## config.mk

```make
export PLATFORM = sky130hd
export DESIGN_NAME = seven_seg_scan_ctrl
export DESIGN_NICKNAME = d
export VERILOG_FILES = /design/src/rtl/seven_seg_scan_ctrl.sv
export SDC_FILE = /design/constraint.sdc
export NUM_CORES = 1
export LEC_CHECK = 0
export CAP_MARGIN = 20
export CORE_MARGIN = 1
export CORE_UTILIZATION = 26
export CTS_CLUSTER_DIAMETER = 60
export CTS_CLUSTER_SIZE = 20
export DETAILED_ROUTE_END_ITERATION = 6
export SYNTH_ARGS = -nofsm -noshare
export SYNTH_HDL_FRONTEND = slang
export SYNTH_SLANG_ARGS = --single-unit
```

## constraint.sdc

```tcl
create_clock -name Clk -period 4.28 [get_ports Clk]
set_input_delay 0.428 -clock Clk [delete_from_list [all_inputs] [get_ports Clk]]
set_output_delay 0.428 -clock Clk [all_outputs]
set_load 0.1 [all_outputs]
```

## src/rtl/seven_seg_scan_ctrl.sv

```systemverilog
// seven_seg_scan_ctrl: time-multiplexed scan controller for a multi-digit
// seven-segment display. One nibble at a time is presented on DisVal while
// the matching active-low anode is driven. Display data is double-buffered
// and only swapped at frame boundaries, so a new value never tears mid-frame.
`timescale 1ns/1ps

module seven_seg_scan_ctrl #(
    parameter int unsigned NUM_DIGITS  = 4,
    parameter int unsigned REFRESH_DIV = 50000,
    parameter int unsigned DEAD        = 4
) (
    input  logic                      Clk,
    input  logic                      Rst,
    input  logic [4*NUM_DIGITS-1:0]   DataIn,
    input  logic                      DataLoad,
    input  logic [NUM_DIGITS-1:0]     BlankMask,
    output logic [3:0]                DisVal,
    output logic [NUM_DIGITS-1:0]     AnOut,
    output logic                      FrameDone,
    output logic                      Pending
);

    localparam int unsigned DATA_W = 4 * NUM_DIGITS;
    localparam int unsigned DIV_W  = (REFRESH_DIV > 1) ? $clog2(REFRESH_DIV) : 1;
    localparam int unsigned IDX_W  = (NUM_DIGITS > 1) ? $clog2(NUM_DIGITS) : 1;

    // Scan state
    logic [DIV_W-1:0]      div;
    logic [DIV_W-1:0]      divNext;
    logic [IDX_W-1:0]      idx;
    logic [IDX_W-1:0]      idxNext;

    // Double buffer
    logic [DATA_W-1:0]     pendReg;
    logic [DATA_W-1:0]     pendRegNext;
    logic                  pendFlag;
    logic                  pendFlagNext;
    logic [DATA_W-1:0]     showReg;
    logic [DATA_W-1:0]     showRegNext;

    // Decoded events and next output values
    logic                  slotTick;
    logic                  frameEdge;
    logic [3:0]            disValNext;
    logic [NUM_DIGITS-1:0] anOutNext;

    // Slot and frame boundary detection from the current scan position
    always_comb begin
        slotTick  = (div == DIV_W'(REFRESH_DIV - 1));
        frameEdge = slotTick && (idx == IDX_W'(NUM_DIGITS - 1));
    end

    // Prescaler and digit index advance; index wraps on the frame boundary
    always_comb begin
        divNext = div + DIV_W'(1);
        idxNext = idx;
        if (slotTick) begin
            divNext = '0;
            if (frameEdge) begin
                idxNext = '0;
            end else begin
                idxNext = idx + IDX_W'(1);
            end
        end
    end

    // Buffer update: a load on the boundary bypasses the pending buffer
    always_comb begin
        pendRegNext  = pendReg;
        pendFlagNext = pendFlag;
        showRegNext  = showReg;
        if (frameEdge) begin
            if (DataLoad) begin
                showRegNext = DataIn;
            end else if (pendFlag) begin
                showRegNext = pendReg;
            end
            pendFlagNext = 1'b0;
        end else if (DataLoad) begin
            pendRegNext  = DataIn;
            pendFlagNext = 1'b1;
        end
    end

    // Digit mux and anode decode; anode stays dark during the dead period
    always_comb begin
        disValNext = '0;
        anOutNext  = '1;
        for (int i = 0; i < int'(NUM_DIGITS); i++) begin
            if (idx == IDX_W'(i)) begin
                disValNext = showReg[4*i +: 4];
                if ((div >= DIV_W'(DEAD)) && !BlankMask[i]) begin
                    anOutNext[i] = 1'b0;
                end
            end
        end
    end

    // State and registered outputs
    always_ff @(posedge Clk or posedge Rst) begin
        if (Rst) begin
            div       <= '0;
            idx       <= '0;
            pendReg   <= '0;
            pendFlag  <= 1'b0;
            showReg   <= '0;
            DisVal    <= '0;
            AnOut     <= '1;
            FrameDone <= 1'b0;
        end else begin
            div       <= divNext;
            idx       <= idxNext;
            pendReg   <= pendRegNext;
            pendFlag  <= pendFlagNext;
            showReg   <= showRegNext;
            DisVal    <= disValNext;
            AnOut     <= anOutNext;
            FrameDone <= frameEdge;
        end
    end

    // Pending mirrors the flag register directly
    assign Pending = pendFlag;

endmodule

```

==> flow_metrics.tcl <==
set metrics [dict create \
    switching_power_w 0.000259 \
    synthArstFlopShare 1.00 \
    synthCells 260 \
    stdcell_area_um2 3400 \
    fin_crit_ns 3.02 \
    initial_core_util 0.269 \
    dr.first_iter.drc_count 127 \
    antenna_found_initial 0 \
    seq_area_um2 1510 \
    synth.most_common_cell "dfrtp_1" \
    cts_sinks 60 \
    syn_nets 289 \
    p_int_w 0.000886 \
    yosysTopAreaCell "dfrtp_1" \
    ctsResizeCount 0 \
    drtPass1Iterations 4 \
    wl_per_cell_um 14.0 \
    post-place-ws_ns 1.28 \
    post-route-period-util 0.705 \
    synth_commonest_cells "dfrtp_1 (56), a21oi_1 (28), nor2_1 (21), clkbuf_1 (12), nand2_1 (12)" \
    finalHoldViolCount 0 \
    clk_latency_ns 0.34 \
    outcome "completed" \
    die_h_um 106 \
    layout-area-overhead-vs-synth_pct 21.3 \
    die_w_um 106 \
    pwr-share-seq 0.516 \
    crit_path_start_kind "flip-flop" \
    io_pins 33 \
    path_max_fanout 17 \
    die_area_um2 11200 \
    multi_input_area_um2 1180 \
    cts.clk_slew.worst_paths_ns 0.06 \
    numCtsBuffers 9 \
    dp_hpwl_mm 4.15 \
    cts_buffer_depth 2 \
    vias 2026 \
    htreeDepth 3 \
    max_freq_mhz 331 \
    synth-compound-area-share 0.123 \
    synth.avg_cell_area_um2 10.8 \
    worstSetupPathType "flip-flop to flip-flop" \
    clkPwrFrac 0.418 \
    grt_overflow 0 \
    worstPathArrival_ns 3.24 \
    ys_seq_elements 60 \
    rows 37 \
    grt_pass1_vias 2031 \
    synth_edf_count 0 \
    setup_viol 0 \
    worstMarginPinSlew_ns 0.971 \
    cts_tree "yes" \
    dpl-instance-area_um2 3220 \
    core_area_um2 10400 \
    cts_hold_buf 0 \
    synth_xor_area_frac 0.0437 \
    peakVddDrop_mv 0.116 \
    use_met1 0.171 \
    drt_wl_total_mm 5.99 \
    antenna_cells 0 \
    syn_area_um2 2810 \
    relSlewSlack 0.351 \
    drcViolationCount 0 \
    cp.required_ns 4.50 \
    root_buffer "clkbuf_8" \
    grtUsageMet2 0.164 \
    num-nets-final 315 \
    leakage_nw 1.40 \
    synth.area.top_cells "dfrtp_1 (50%), a21oi_1 (5.0%), mux2_1 (4.0%), dfstp_2 (3.7%), nor2_1 (2.8%)" \
    synthFlopType "dfrtp_1" \
    yosysTopAreaCellShare 0.499 \
    yosys.area_share.simple 0.163 \
    synthDistinctLibCells 39 \
    ys_warn_count 0 \
    switching_share 0.227 \
    p_per_area_nw_per_um2 336 \
    layout_setup_ws_ns 1.26 \
    grt_max_degree 47 \
    layout-drive-gt1-share 0.124 \
    min-delay-path-class "input pin to asynchronous set/reset pin" \
    cp-end-kind "flip-flop" \
    drv_cap 0 \
    grt-busiest-layer "met1" \
    avgViaCountPerCell 4.74 \
    io_buffers 32 \
    grt_use_total 0.118 \
    fin_skew_ns 0.00835 \
    place_congestion 0.734 \
    tns_ns 0 \
    synth_top_family_by_area "simple AND/OR/NAND/NOR gates" \
    use_met3 0.0337 \
    synth_fa_ha_area_frac 0.0267 \
    rsz0062_at_grt "false" \
    ys_seq_area_frac 0.537 \
    p_comb_frac 0.066 \
    grt_pass1_wl_mm 10.4 \
    fillCellCount 1066 \
    cts_setup_buffers 0 \
    synthMuxAreaShare 0.0642 \
    drv_slew 0 \
    detail-route-antenna-nets 0 \
]
critical path, cell delays in order, from the launching register on:
cell and delay, ns:
dfrtp_1 0.40, ha_1 0.52, or4b_1 0.53, nor4_4 0.14, buf_4 0.23, nand2b_1 0.66
mux2_2 0.42
routing by layer:
metal  part of all wire  routed length [um]
met5                  0                   0
met4              0.012                  70
met3              0.048                 287
met2               0.43                2570
met1               0.51                3060
path summary, 6_finish.rpt:
check | start | end | slack (ns) | depth (start not counted)
worst max-delay path | idx[0] | pendReg[14] | 1.26 | 6
worst min-delay path | Rst | div[7] | 0.36 | 2
worst max register to register | idx[0] | pendReg[14] | 1.26 | 6
worst min register to register | pendReg[8] | pendReg[8] | 0.49 | 1
max in group asynchronous | Rst | pendReg[2] | 3.04 | 3
min in group Clk | pendReg[8] | pendReg[8] | 0.49 | 1
placed cells by master, fill, tap and decap left out, types with 5 or more instances in the layout:
| master | synthesis | layout |
|---|---|---|
| o21ai_0 | 5 | 5 |
| clkdlybuf4s50_1 | 0 | 32 |
| dfrtp_1 | 56 | 56 |
| a21oi_1 | 28 | 28 |
| nand3b_1 | 6 | 6 |
| inv_1 | 8 | 7 |
| nand3_1 | 9 | 9 |
| o22ai_1 | 11 | 11 |
| nand2_1 | 12 | 12 |
| mux2_1 | 10 | 10 |
| nor4_1 | 5 | 5 |
| nor2_1 | 21 | 21 |
| nand4_1 | 8 | 8 |
| clkbuf_8 | 0 | 9 |
| ha_1 | 6 | 6 |
| mux2_2 | 6 | 6 |
| xor2_1 | 8 | 8 |
| xnor2_1 | 6 | 6 |
power by group through the flow:
stage / clock network (W) / registers [W] / logic (W)
floorplan: 0 / 0.000603 / 0.0000393
finish: 0.000479 / 0.000591 / 0.0000751
global placement: 0 / 0.000600 / 0.0000750
CTS: 0.000496 / 0.000591 / 0.0000761
detailed placement: 0 / 0.000601 / 0.0000754
global route: 0.000523 / 0.000593 / 0.0000827
flip-flops by register name, indices dropped and copies added (netlist names):
signal / count
div: 16
pendReg: 16
showReg: 16
AnOut: 4
DisVal: 4
idx: 2
FrameDone: 1
Pending: 1
cell families after synthesis:
| family | Yosys count |
|---|---|
| buffers and inverters | 27 |
| flip-flops | 60 |
| XOR/XNOR | 14 |
| multiplexers | 16 |
| adder cells (fa/ha/maj) | 6 |
| AO/OA/AOI/OAI | 56 |
| AND/OR/NAND/NOR | 81 |
final cells by class:
cell class	instances	share of cell area
Tap cell	136	0.0500
Multi-Input combinational cell	173	0.346
Clock buffer	11	0.0386
Sequential cell	60	0.442
Inverter	8	0.00882
Clock inverter	5	0.0154
Timing Repair Buffer	34	0.0985
stage by stage:
stage	power, W	std cells	util	hold WS (ns)
2_1_floorplan	0.000642	260	-	0.449
3_3_place_gp	0.000675	411	0.309	0.474
3_5_place_dp	0.000677	411	0.309	0.482
4_1_cts	0.00116	427	0.327	0.360
5_1_grt	0.00120	427	0.327	0.377
6_report	0.00115	427	0.327	0.360
Note: power is estimated with default switching activity, not from simulation.
==> variant (same flow settings) <==
Remove the register `DisVal`: a continuous assignment takes its place, so the output `DisVal` follows one clock earlier.
--- a/src/rtl/seven_seg_scan_ctrl.sv
+++ b/src/rtl/seven_seg_scan_ctrl.sv
@@ -106,3 +106,2 @@
             showReg   <= '0;
-            DisVal    <= '0;
             AnOut     <= '1;
@@ -115,3 +114,2 @@
             showReg   <= showRegNext;
-            DisVal    <= disValNext;
             AnOut     <= anOutNext;
@@ -120,2 +118,4 @@
     end
+
+    assign DisVal = disValNext;
 
Check against the original RTL: no difference found for any inputs over 10 cycles, from zero or initial values and one cycle with Rst high; that may be too few to reach the edited logic, so the function may still have changed.
==> variant against the original RTL <==
Via count shrank 0.49%. Critical path depth is the same. Power shrank 8.0%. Cell area down 4.0%. Synthesized area down 3.3%. Combinational power is 28% higher. Worst setup slack lost 0.32 ns. Die area is 3.2% lower. Count of clock-buffer cells in the layout decreased by 6. Clock power decreased by 18%. Wire length is 3.8% lower. Sequential cell count down 4.
==> variant: results (changes against the original RTL) <==
[setup_path]
reg2reg_slack_ns=1.63  ; was 1.26 ns
endpoint=DisVal[3]  ; was pendReg[14]
reg2regPathDepth=5  ; was 6
path_max_fanout=4  ; was 17
r2r-end=pendReg[5]  ; was pendReg[14]
crit_path_top_delay_cell=clkdlybuf4s50_1  ; was nand2b_1
cpPeakStageDelay_ns=1.20  ; was 0.66 ns

[timing]
skew_ns=0.00630  ; was 0.00835 ns
slew_headroom_pct=35.0  ; was 35.1%

[global_routing]
met3_usage_pct=2.19  ; was 3.37%
grt_max_degree=57  ; was 47
grt_usage_pct=11.6  ; was 11.8%
met2_usage_pct=18.3  ; was 16.4%
grtUsageMet1_pct=16.0  ; was 17.1%

[final_layout]
layout-drive-gt1-share_pct=10.2  ; was 12.4%
fin_nets=313  ; was 315
n_fill_cell=1001  ; was 1066

[yosys]
synth_xor_area_share_pct=4.19  ; was 4.37%
synth_compound_gate_area_share_pct=13.3  ; was 12.3%
netlist_top_cells_count=dfrtp_1 (52), o21ai_0 (19), inv_1 (16)  ; was dfrtp_1 (56), a21oi_1 (28), nor2_1 (21)
muxShareOfSynthArea_pct=4.15  ; was 6.42%
synth-adder-area-share_pct=2.76  ; was 2.67%
yosysUniqueCellTypes=42  ; was 39
synth.area.top_cells=dfrtp_1 (48%), dfstp_2 (3.9%), o21ai_0 (3.5%), ha_1 (2.8%), nand3_1 (2.8%)  ; was dfrtp_1 (50%), a21oi_1 (5.0%), mux2_1 (4.0%), dfstp_2 (3.7%), nor2_1 (2.8%)

[power]
p_leak_nw=1.31  ; was 1.40 nW
switchingPower_uw=225  ; was 259 uW
p_clk_share_pct=37.4  ; was 41.8%
ir_drop_uv=141  ; was 116 uV
p_comb_uw=95.8  ; was 75.1 uW

[placement]
gp_congestion=0.756  ; was 0.734
dp_hpwl_um=4070  ; was 4150 um

[clocking]
cts_buffers=5  ; was 9
htreeDepth=2  ; was 3
clk_latency_ns=0.30  ; was 0.34 ns
clk_pin_slew_ns=0.10  ; was 0.06 ns

[route]
drt_iter0_markers=125  ; was 127
wl_um=5760  ; was 5990 um
avgViaCountPerCell=4.83  ; was 4.74
dr_wl_met3_um=160  ; was 287 um

[outcome]
status=complete, no violations  ; unchanged

-- variant: changes by cell type after synthesis, moves of 6 or more --
cell and change:
a21oi_1 -17, inv_1 +8, clkbuf_1 -8, o22a_1 +7, o21ai_0 +14, mux2_1 -10, nor2_1 -8, a2bb2oi_1 +6
nand3_1 +6, nor3b_1 +7
-- variant: worst max-delay path: cells and delay by family (launching register included) --
| family | cells | cell delay [ns] |
|---|---|---|
| adder cells (fa/ha/maj) | 1 | 0.25 |
| AO/OA/AOI/OAI | 2 | 0.40 |
| buffers and inverters | 2 | 1.33 |
| flip-flops | 1 | 0.42 |
| AND/OR/NAND/NOR | 1 | 0.21 |
-- variant: area by class of cell --
class                           count  area (um2)  share of cell area [%]
Multi-Input combinational cell    170        1160                    35.7
Tap cell                          133         166                    5.09
Clock inverter                      2        60.1                    1.84
Timing Repair Buffer               34         335                    10.3
Sequential cell                    56        1410                    43.0
Clock buffer                        5        68.8                    2.11
Inverter                           17        65.1                    1.99
-- variant: per-stage QoR --
stage	cell area (um2)	setup slack, ns	std cells	hold slack, ns	total power [mW]
global route	3270	0.810	417	0.526	1.11
finish	3270	0.945	417	0.510	1.05
floorplan	2720	0.680	254	0.464	0.633
detailed placement	3140	1.30	410	0.498	0.670
global placement	3140	1.36	410	0.491	0.669
CTS	3270	0.920	417	0.515	1.07
-- variant: kinds of logic (layout without fill, tap and decap cells) --
| group | Yosys count | after routing |
|---|---|---|
| xor+xnor | 13 | 13 |
| simple gates | 86 | 86 |
| flops | 56 | 56 |
| mux | 9 | 9 |
| fa+ha+maj | 6 | 6 |
| buf+inv | 28 | 58 |
| compound gates | 56 | 56 |
